==> config.mk <==
export PLATFORM = sky130hd
export DESIGN_NAME = gerador_cruzamento
export DESIGN_NICKNAME = d
export VERILOG_FILES = /design/src/rtl/gerador_cruzamento_pkg.sv /design/src/rtl/gerador_cruzamento_divisor_amostra.sv /design/src/rtl/gerador_cruzamento.sv
export SDC_FILE = /design/constraint.sdc
export NUM_CORES = 1
export LEC_CHECK = 0
export ABC_CLOCK_PERIOD_IN_PS = 3900
export CAP_MARGIN = 30
export CORE_UTILIZATION = 45
export CTS_CLUSTER_SIZE = 40
export DETAILED_ROUTE_END_ITERATION = 8
export DONT_BUFFER_PORTS = 1
export MAX_ROUTING_LAYER = met4
export PLACE_DENSITY = 0.62
export SETUP_SLACK_MARGIN = 0.1
export SLEW_MARGIN = 20
export SYNTH_ARGS = -nofsm -noshare
export SYNTH_HDL_FRONTEND = slang
export SYNTH_SLANG_ARGS = --single-unit
==> constraint.sdc <==
create_clock -name clk -period 3.9 [get_ports clk]
set_input_delay 1.17 -clock clk [delete_from_list [all_inputs] [get_ports clk]]
set_output_delay 1.17 -clock clk [all_outputs]
set_load 0.1 [all_outputs]
==> src/rtl/gerador_cruzamento_pkg.sv <==
// gerador_cruzamento_pkg
// Shared definitions for the zero-crossing test-signal generator: state
// encoding, sample width, default counter width and default amplitude, plus
// a small helper that picks the positive or negative output level.
package gerador_cruzamento_pkg;

    localparam int SAMPLE_W  = 32;
    localparam int CNT_W_DEF = 9;

    localparam logic signed [SAMPLE_W-1:0] AMP_DEF = 32'sd1073741824;

    localparam logic [1:0] ST_IDLE = 2'd0;
    localparam logic [1:0] ST_POS  = 2'd1;
    localparam logic [1:0] ST_NEG  = 2'd2;

    typedef enum logic [1:0] {
        IDLE = ST_IDLE,
        POS  = ST_POS,
        NEG  = ST_NEG
    } estado_t;

    // Returns +amp when positivo is set, -amp otherwise.
    function automatic logic [SAMPLE_W-1:0] nivel(
        input logic                         positivo,
        input logic signed [SAMPLE_W-1:0]   amp
    );
        return positivo ? amp : -amp;
    endfunction

endpackage

==> src/rtl/gerador_cruzamento_divisor_amostra.sv <==
// divisor_amostra
// Sample-rate tick generator: counts 0..DIV-1 while enabled and not cleared,
// and raises tick for one clock when the count sits at DIV-1.
//
// Ports:
//   clk     system clock
//   reset   asynchronous reset, active-high
//   enable  count request; 0 forces the count back to 0
//   clear   synchronous clear (generator idle); has priority over counting
//   tick    one-clock pulse, once every DIV clocks while running
module divisor_amostra
    import gerador_cruzamento_pkg::*;
#(
    parameter int DIV = 1024
) (
    input  logic clk,
    input  logic reset,
    input  logic enable,
    input  logic clear,
    output logic tick
);

    localparam int                DIV_W  = $clog2(DIV);
    localparam logic [DIV_W-1:0]  ULTIMO = DIV_W'(DIV - 1);

    logic [DIV_W-1:0] contador;

    // Gated so a stale count can never produce a tick while stopped.
    assign tick = enable && !clear && (contador == ULTIMO);

    // Free-running modulo-DIV counter, held at 0 whenever the generator
    // is stopped so the first tick after a start lands exactly DIV clocks
    // later.
    always_ff @(posedge clk or posedge reset) begin
        if (reset) begin
            contador <= '0;
        end else if (!enable || clear) begin
            contador <= '0;
        end else if (contador == ULTIMO) begin
            contador <= '0;
        end else begin
            contador <= contador + DIV_W'(1);
        end
    end

endmodule

==> src/rtl/gerador_cruzamento.sv <==
// gerador_cruzamento
// Square-wave test-signal transmitter for the zero-crossing frequency chain.
// Emits +AMP for N samples, then -AMP for N samples, and so on, one sample
// every DIV clocks, so consecutive sign changes are exactly N samples apart.
//
// Ports:
//   clk             system clock
//   reset           asynchronous reset, active-high
//   enable          run request; 0 stops the generator and returns to idle
//   periodo_in      requested half-period N in samples
//   periodo_valid   one-cycle load strobe for periodo_in (0 is ignored)
//   saida           signed sample, valid on amostra_pronta, held otherwise
//   amostra_pronta  one-clock sample strobe
//   cruzou          one-clock pulse on the first sample after a sign change
//   periodo_ativo   half-period currently being generated
module gerador_cruzamento
    import gerador_cruzamento_pkg::*;
#(
    parameter int                          DIV   = 1024,
    parameter logic signed [SAMPLE_W-1:0]  AMP   = AMP_DEF,
    parameter int                          CNT_W = CNT_W_DEF
) (
    input  logic                 clk,
    input  logic                 reset,
    input  logic                 enable,
    input  logic [CNT_W-1:0]     periodo_in,
    input  logic                 periodo_valid,
    output logic [SAMPLE_W-1:0]  saida,
    output logic                 amostra_pronta,
    output logic                 cruzou,
    output logic [CNT_W-1:0]     periodo_ativo
);

    estado_t              estado, estado_nxt;
    logic [SAMPLE_W-1:0]  saida_nxt;
    logic                 amostra_nxt;
    logic                 cruzou_nxt;
    logic [CNT_W-1:0]     periodo_nxt;
    logic [CNT_W-1:0]     contagem, contagem_nxt;
    logic [CNT_W-1:0]     pendente, pendente_nxt;
    logic                 pendente_valido, pendente_valido_nxt;
    logic                 consome;
    logic                 tick;
    logic                 parado;

    assign parado = (estado == IDLE);

    divisor_amostra #(
        .DIV (DIV)
    ) u_divisor (
        .clk    (clk),
        .reset  (reset),
        .enable (enable),
        .clear  (parado),
        .tick   (tick)
    );

    // Next-state and next-output logic. A half-period ends when the sample
    // count reaches periodo_ativo; the count restarts at 1 because the
    // boundary sample itself is the first sample of the new half. The count
    // starts at 0 only when leaving IDLE, so the first half is also N long.
    // cruzou is derived from the level actually changing, which covers both
    // the ordinary boundary and the 0 -> +AMP step out of IDLE.
    always_comb begin
        estado_nxt   = estado;
        saida_nxt    = saida;
        amostra_nxt  = 1'b0;
        periodo_nxt  = periodo_ativo;
        contagem_nxt = contagem;
        consome      = 1'b0;

        if (!enable) begin
            estado_nxt = IDLE;
            saida_nxt  = '0;
        end else begin
            case (estado)
                IDLE: begin
                    saida_nxt = '0;
                    if (pendente_valido) begin
                        periodo_nxt  = pendente;
                        consome      = 1'b1;
                        contagem_nxt = '0;
                        estado_nxt   = POS;
                    end else if (periodo_ativo != '0) begin
                        contagem_nxt = '0;
                        estado_nxt   = POS;
                    end
                end
                POS, NEG: begin
                    if (tick) begin
                        amostra_nxt = 1'b1;
                        if (contagem < periodo_ativo) begin
                            saida_nxt    = nivel(estado == POS, AMP);
                            contagem_nxt = contagem + CNT_W'(1);
                        end else begin
                            if (pendente_valido) begin
                                periodo_nxt = pendente;
                                consome     = 1'b1;
                            end
                            saida_nxt    = nivel(estado == NEG, AMP);
                            contagem_nxt = CNT_W'(1);
                            estado_nxt   = (estado == POS) ? NEG : POS;
                        end
                    end
                end
                default: begin
                    estado_nxt = IDLE;
                    saida_nxt  = '0;
                end
            endcase
        end

        cruzou_nxt = amostra_nxt && (saida_nxt != saida);

        // A fresh load wins over consumption in the same cycle, so a value
        // written on a boundary edge waits for the following boundary.
        pendente_nxt        = pendente;
        pendente_valido_nxt = pendente_valido;
        if (periodo_valid && (periodo_in != '0)) begin
            pendente_nxt        = periodo_in;
            pendente_valido_nxt = 1'b1;
        end else if (consome) begin
            pendente_valido_nxt = 1'b0;
        end
    end

    // State, counters, pending register and all outputs are registered here.
    always_ff @(posedge clk or posedge reset) begin
        if (reset) begin
            estado          <= IDLE;
            saida           <= '0;
            amostra_pronta  <= 1'b0;
            cruzou          <= 1'b0;
            periodo_ativo   <= '0;
            contagem        <= '0;
            pendente        <= '0;
            pendente_valido <= 1'b0;
        end else begin
            estado          <= estado_nxt;
            saida           <= saida_nxt;
            amostra_pronta  <= amostra_nxt;
            cruzou          <= cruzou_nxt;
            periodo_ativo   <= periodo_nxt;
            contagem        <= contagem_nxt;
            pendente        <= pendente_nxt;
            pendente_valido <= pendente_valido_nxt;
        end
    end

endmodule

* Word level (Yosys, flattened, before mapping)
Cells that the tools add are included.
** Operators by class
- Reduce and logical (&&, ||, !) cells :: 16
- $lt $le $gt $ge :: 1
- Add/subtract/negate cells :: 2
- Mux-type cells :: 34
- Eq/ne operators :: 10
** Operator list (number)
- $mux W32 :: 6
- $mux W9 :: 7
- $pmux W9 S2 :: 2
- $ne A32 B32 Y1 :: 1
- $mux W10 :: 2
- $reduce_bool A9 Y1 :: 2
- $mux W2 :: 6
- $add A10 B1 Y10 const B :: 1
- $eq A10 B10 Y1 const B :: 1
- $add A9 B1 Y9 const B :: 1
- $lt A9 B9 Y1 :: 1
- $mux W1 :: 9
- $ne A3 B3 Y1 const B :: 3
- $reduce_and A4 Y1 :: 2
- $logic_and A1 B1 Y1 :: 4
- $ne A2 B2 Y1 const B :: 2
- $ne A4 B4 Y1 const B :: 1
- $pmux W2 S2 :: 1
- $reduce_bool A2 Y1 :: 2
- $reduce_and A3 Y1 :: 1
- $eq A2 B1 Y1 const B :: 1
- $eq A2 B2 Y1 const B :: 1
- $logic_not A1 Y1 :: 2
- $logic_not A2 Y1 :: 1
- 3 further kinds :: 3
** Word-level totals
- Register bits after elaboration :: 74
- Word-level logic and storage cells :: 72
- Input bits :: 13

* Logic depth before layout (Yosys ltp)
- Depth after elaboration :: 9
- Gate-level depth with buffers :: 10
- Mapped depth without buffers :: 8

* Modules after synthesis
From an unflattened synthesis, not the netlist that was laid out.
** Unflattened totals
- Cell total of the unflattened synthesis :: 294
- Area, all modules :: 3423.3 um^2
** Modules (own cells, without submodules)
- gerador_cruzamento :: area an instance 2946.6 um^2, cells an instance 246, times used 1
- divisor_amostra :: area an instance 476.7 um^2, cells an instance 48, times used 1

* Worst setup path before layout
Ideal clock, no wire load.
- Path type :: flip-flop to flip-flop
- From :: reg periodo_ativo[4]
- To :: reg periodo_ativo[1]
- Stages on the path, launching flop included :: 9
- Clock period less this slack :: 2.555 ns
- Arrival time :: 2.483 ns
- Path slack :: 1.345 ns
- Buffers on the path :: 1
- Cells stage by stage :: dfrtp_1 > inv_1 > ha_1 > a211oi_2 > o211ai_1 > a21oi_2 > buf_4 > o211ai_1 > nand3_1
** Between the ends
- Cells in the longest elaborated chain, start to end :: 3
** RTL lines
- start, declared :: line gerador_cruzamento.sv:31 : output logic [CNT_W-1:0] periodo_ativo
- start signal, assigned :: line gerador_cruzamento.sv:143 : periodo_ativo <= periodo_nxt;
- $lt A9 B9 Y1 :: line gerador_cruzamento.sv:92 : if (contagem < periodo_ativo) begin
- $ne A2 B2 Y1 (no source line)
- $reduce_and A4 Y1 (no source line)
Every way passes these cells.
A chain may end at the register's enable or synchronous reset.

* Final worst setup path
- From :: reg periodo_ativo[1]
- To :: reg estado[1]
** Between the ends
- Cells in the longest elaborated chain, start to end :: 3
** RTL lines
- $lt A9 B9 Y1 / $reduce_bool A9 Y1 (equally long branches) :: line gerador_cruzamento.sv:92, gerador_cruzamento.sv:84
- $ne A3 B3 Y1 (no source line) / $ne A4 B4 Y1 (equally long branches)
- $reduce_and A3 Y1 (no source line) *
- end signal, assigned :: line gerador_cruzamento.sv:139 : estado <= estado_nxt;
- end, declared :: line gerador_cruzamento.sv:34 : estado_t estado, estado_nxt;
Mark *: on every way between the ends. The rest lies on a longest branch, timed or not.

==> flow_summary_export.csv <==
group,metric,value,unit
placement,hpwl,5490,um
setup_path,worstSetupStartpoint,"periodo_ativo[1]",
setup_path,rr_worst_depth,8,
clock_tree,max-clock-path-buffers,2,
routing,drc,0,
setup_path,crit_path_max_incr_delay,690,ps
routing,vias_per_cell,5.48,
setup_path,cp-start-kind,"flip-flop",
sta,min_period_over_period,64.9,%
pwr,power.leakage,1.81,nW
setup_path,crit_cells,8,
pwr,pwr-share-seq,35.0,%
sta,hold_viol,0,
routing,drt_iter0_drc,125,
grt,grt_pass1_vias,2567,
floorplanning,fp-row-count,32,
layout,area_growth,10.5,%
layout,instances_no_fill,456,
logic_synthesis,yosys_warnings,0,
setup_path,path_max_fanout,17,
min_path,hp-class,"reg -> reg",
setup_path,reg2reg_from,"periodo_ativo[1]",
clock_tree,numCtsBuffers,9,
floorplanning,core-area,7730,um^2
placement,dp_cells,440,
logic_synthesis,synth_enable_flop_cells,0,
sta,setup_viol,0,
sta,worst_pin_slew,959,ps
sta,setup_total_negative_slack,0,ps
pwr,internal_power,1.47,mW
pwr,p_switching,1.07,mW
routing,vias,2500,
floorplanning,ios,56,
sta,fin_skew,8.77,ps
routing,dr.pass1.iters,4,
grt,antenna_found_initial,0,
pwr,clock_power_share,26.1,%
clock_tree,clock-sinks,74,
logic_synthesis,syn_area_per_cell,10.6,um^2
clock_tree,ctsRootBufferMaster,"clkbuf_8",
clock_tree,cts_max_level,3,
setup_path,path_buf_inv,2,
sta,finalMaxSlewViolations,0,
sta,finalCriticalPeriod,2530,ps
clock_tree,clk_pin_slew,80,ps
setup_path,path_class,"reg -> reg",
floorplanning,die_area,8330,um^2
routing,drt_wl_total,7510,um
job,drv_cap,0,
outcome,outcome,"complete, no violations",
placement,gp_congestion,0.816,
sta,max_freq,395,MHz
routing,drtAntennaViolNets,0,
setup_path,worstPathRequired,4110,ps
setup_path,critPathCaptureType,"flip-flop",
clock_tree,cts_hold_buffers,0,
pwr,comb_power_share,38.9,%
layout,diodes,0,
grt,overflow,0,
logic_synthesis,ys_async_sr_fraction,100,%
logic_synthesis,netlist_instances,338,
clock_tree,cts_tree,"built",
clock_tree,clk_latency,340,ps
setup_path,crit_family,"compound AO/OA/AOI/OAI gates",
grt,grtUsageTotal,20.2,%
logic_synthesis,ys_ff_latch,74,
logic_synthesis,synth.yosys.seq_area_share,51.6,%
setup_path,crit_arrival,2740,ps
pwr,sw_frac_of_total,42.1,%
clock_tree,cts_setup_buffers,0,
pwr,report.power.total,2.54,mW
setup_path,slowest_stage,"a21oi_2",
pwr,ir_drop,0.323,mV
sta,max_slew_margin,36.1,%
sta,rsz0062_at_grt,"no",
floorplanning,fp.dieW,91.3,um
logic_synthesis,syn_area,3590,um^2
logic_synthesis,synth_flop_cell,"dfrtp_1",
grt,grt_max_degree,33,
min_path,hold_depth,1,
layout,fin_nets,377,
clock_tree,post_cts_resized,0,
floorplanning,start_util,46.4,%
placement,numPortBuffers,0,
setup_path,path_cells,"buf_4, inv_1, ha_1, nand2_1, o211ai_1, a21oi_2, o22ai_1, mux2i_1",
logic_synthesis,syn-num-nets,366,
layout,drive_gt1_share,14.7,%
routing,wl_per_cell,16.5,um
floorplanning,die_h,91.3,um
grt,grt_pass1_wl,12800,um
logic_synthesis,synth_cell_types,50,
min_path,min-delay-start,"u_divisor.contador[0]",
pwr,power_density,640,nW/um^2
[cell type report]
type | instances | area, um^2
fillers | 698 | 3760
flip-flops and latches | 74 | 1850
multi-input cells | 232 | 1590
well taps | 102 | 128
clock buffers | 9 | 124
clock inverters | 7 | 101
repair buffers | 12 | 90.1
inverters | 20 | 75.1
[worst paths after layout]
kind                                         endpoint  slack, ps
worst min register to register  u_divisor.contador[0]        500
worst max-delay path                        estado[1]       1370
min in group asynchronous                   saida[16]        790
worst min-delay path            u_divisor.contador[0]        500
max in group asynchronous                 contagem[4]       2350
worst max register to register              estado[1]       1370
[synth_stat cells, drive strengths merged (2+ instances only)]
library cell | number | area share (%)
ha | 15 | 5.2
nand3 | 18 | 2.7
and2 | 32 | 5.6
nor2b | 2 | 0.42
a22o | 3 | 0.73
or2 | 2 | 0.35
nand4 | 16 | 2.8
o22ai | 2 | 0.35
nand2 | 25 | 2.7
clkbuf | 7 | 0.73
o211ai | 11 | 2.4
a22oi | 9 | 1.9
a31o | 3 | 0.73
xnor2 | 4 | 0.98
mux2i | 3 | 0.84
nor2 | 25 | 2.6
a21oi | 7 | 1.1
o21ai | 6 | 1.2
nor4 | 10 | 1.7
dfrtp | 74 | 52
a21o | 3 | 0.63
xor2 | 6 | 1.5
nor3 | 2 | 0.42
mux2 | 9 | 2.8
o21a | 2 | 0.42
buf | 5 | 1.3
and3 | 2 | 0.35
and4 | 4 | 1.0
a41oi | 2 | 0.49
inv | 20 | 2.1
a31oi | 3 | 0.94
[cell usage in the layout (no fill, tap or decap), types with 10 or more instances in the layout]
master    synthesis  layout
nor2_1           25      25
nor4_1           10      10
nand2_1          24      24
nand3_1          17      17
inv_1            19      18
dfrtp_1          74      74
nand4_1          16      16
buf_4             1      12
o211ai_1         10      10
ha_1             15      15
and2_1           32      32
[cell families (layout without fill, tap and decap cells)]
family,count (synthesis),count (layout),share of synthesized area [%]
adder cells (fa/ha/maj),15,15,5.23
XOR/XNOR,10,10,2.44
buffers and inverters,32,48,4.12
AO/OA/AOI/OAI,54,54,11.7
multiplexers,12,12,3.66
flip-flops,74,74,51.6
AND/OR/NAND/NOR,141,141,21.2
[layer usage]
metal  wire length (um)  track usage, %
met5                  0               -
met3                315            4.02
met2               3520            30.4
met1               3550            27.2
met4                131            7.54
[flip-flops by register name, summed over array words and instances, names as in the netlist]
register,flops
periodo_ativo,9
cruzou,1
u_divisor.contador,10
contagem,9
pendente_valido,1
amostra_pronta,1
saida,32
pendente,9
estado,2
[power by group through the flow]
stage	clock network (mW)	registers, mW	logic (mW)
global placement	0	0.900	0.976
finish	0.662	0.887	0.986
global route	0.701	0.897	1.07
detailed placement	0	0.903	0.987
CTS	0.678	0.887	0.991
floorplan	0	1.24	0.428
[per-stage QoR]
| step | worst slack (ps) | util, % | cell area [um^2] | hold slack, ps |
|---|---|---|---|---|
| finish | 1370 | 51.3 | 3960 | 500 |
| global route | 1210 | 51.3 | 3960 | 520 |
| CTS | 1370 | 51.2 | 3960 | 507 |
| detailed placement | 1260 | 48.3 | 3730 | 495 |
| global placement | 1310 | 48.3 | 3730 | 476 |
| floorplan | 848 | - | 3590 | 455 |
Power figures use the tool's default switching activity.
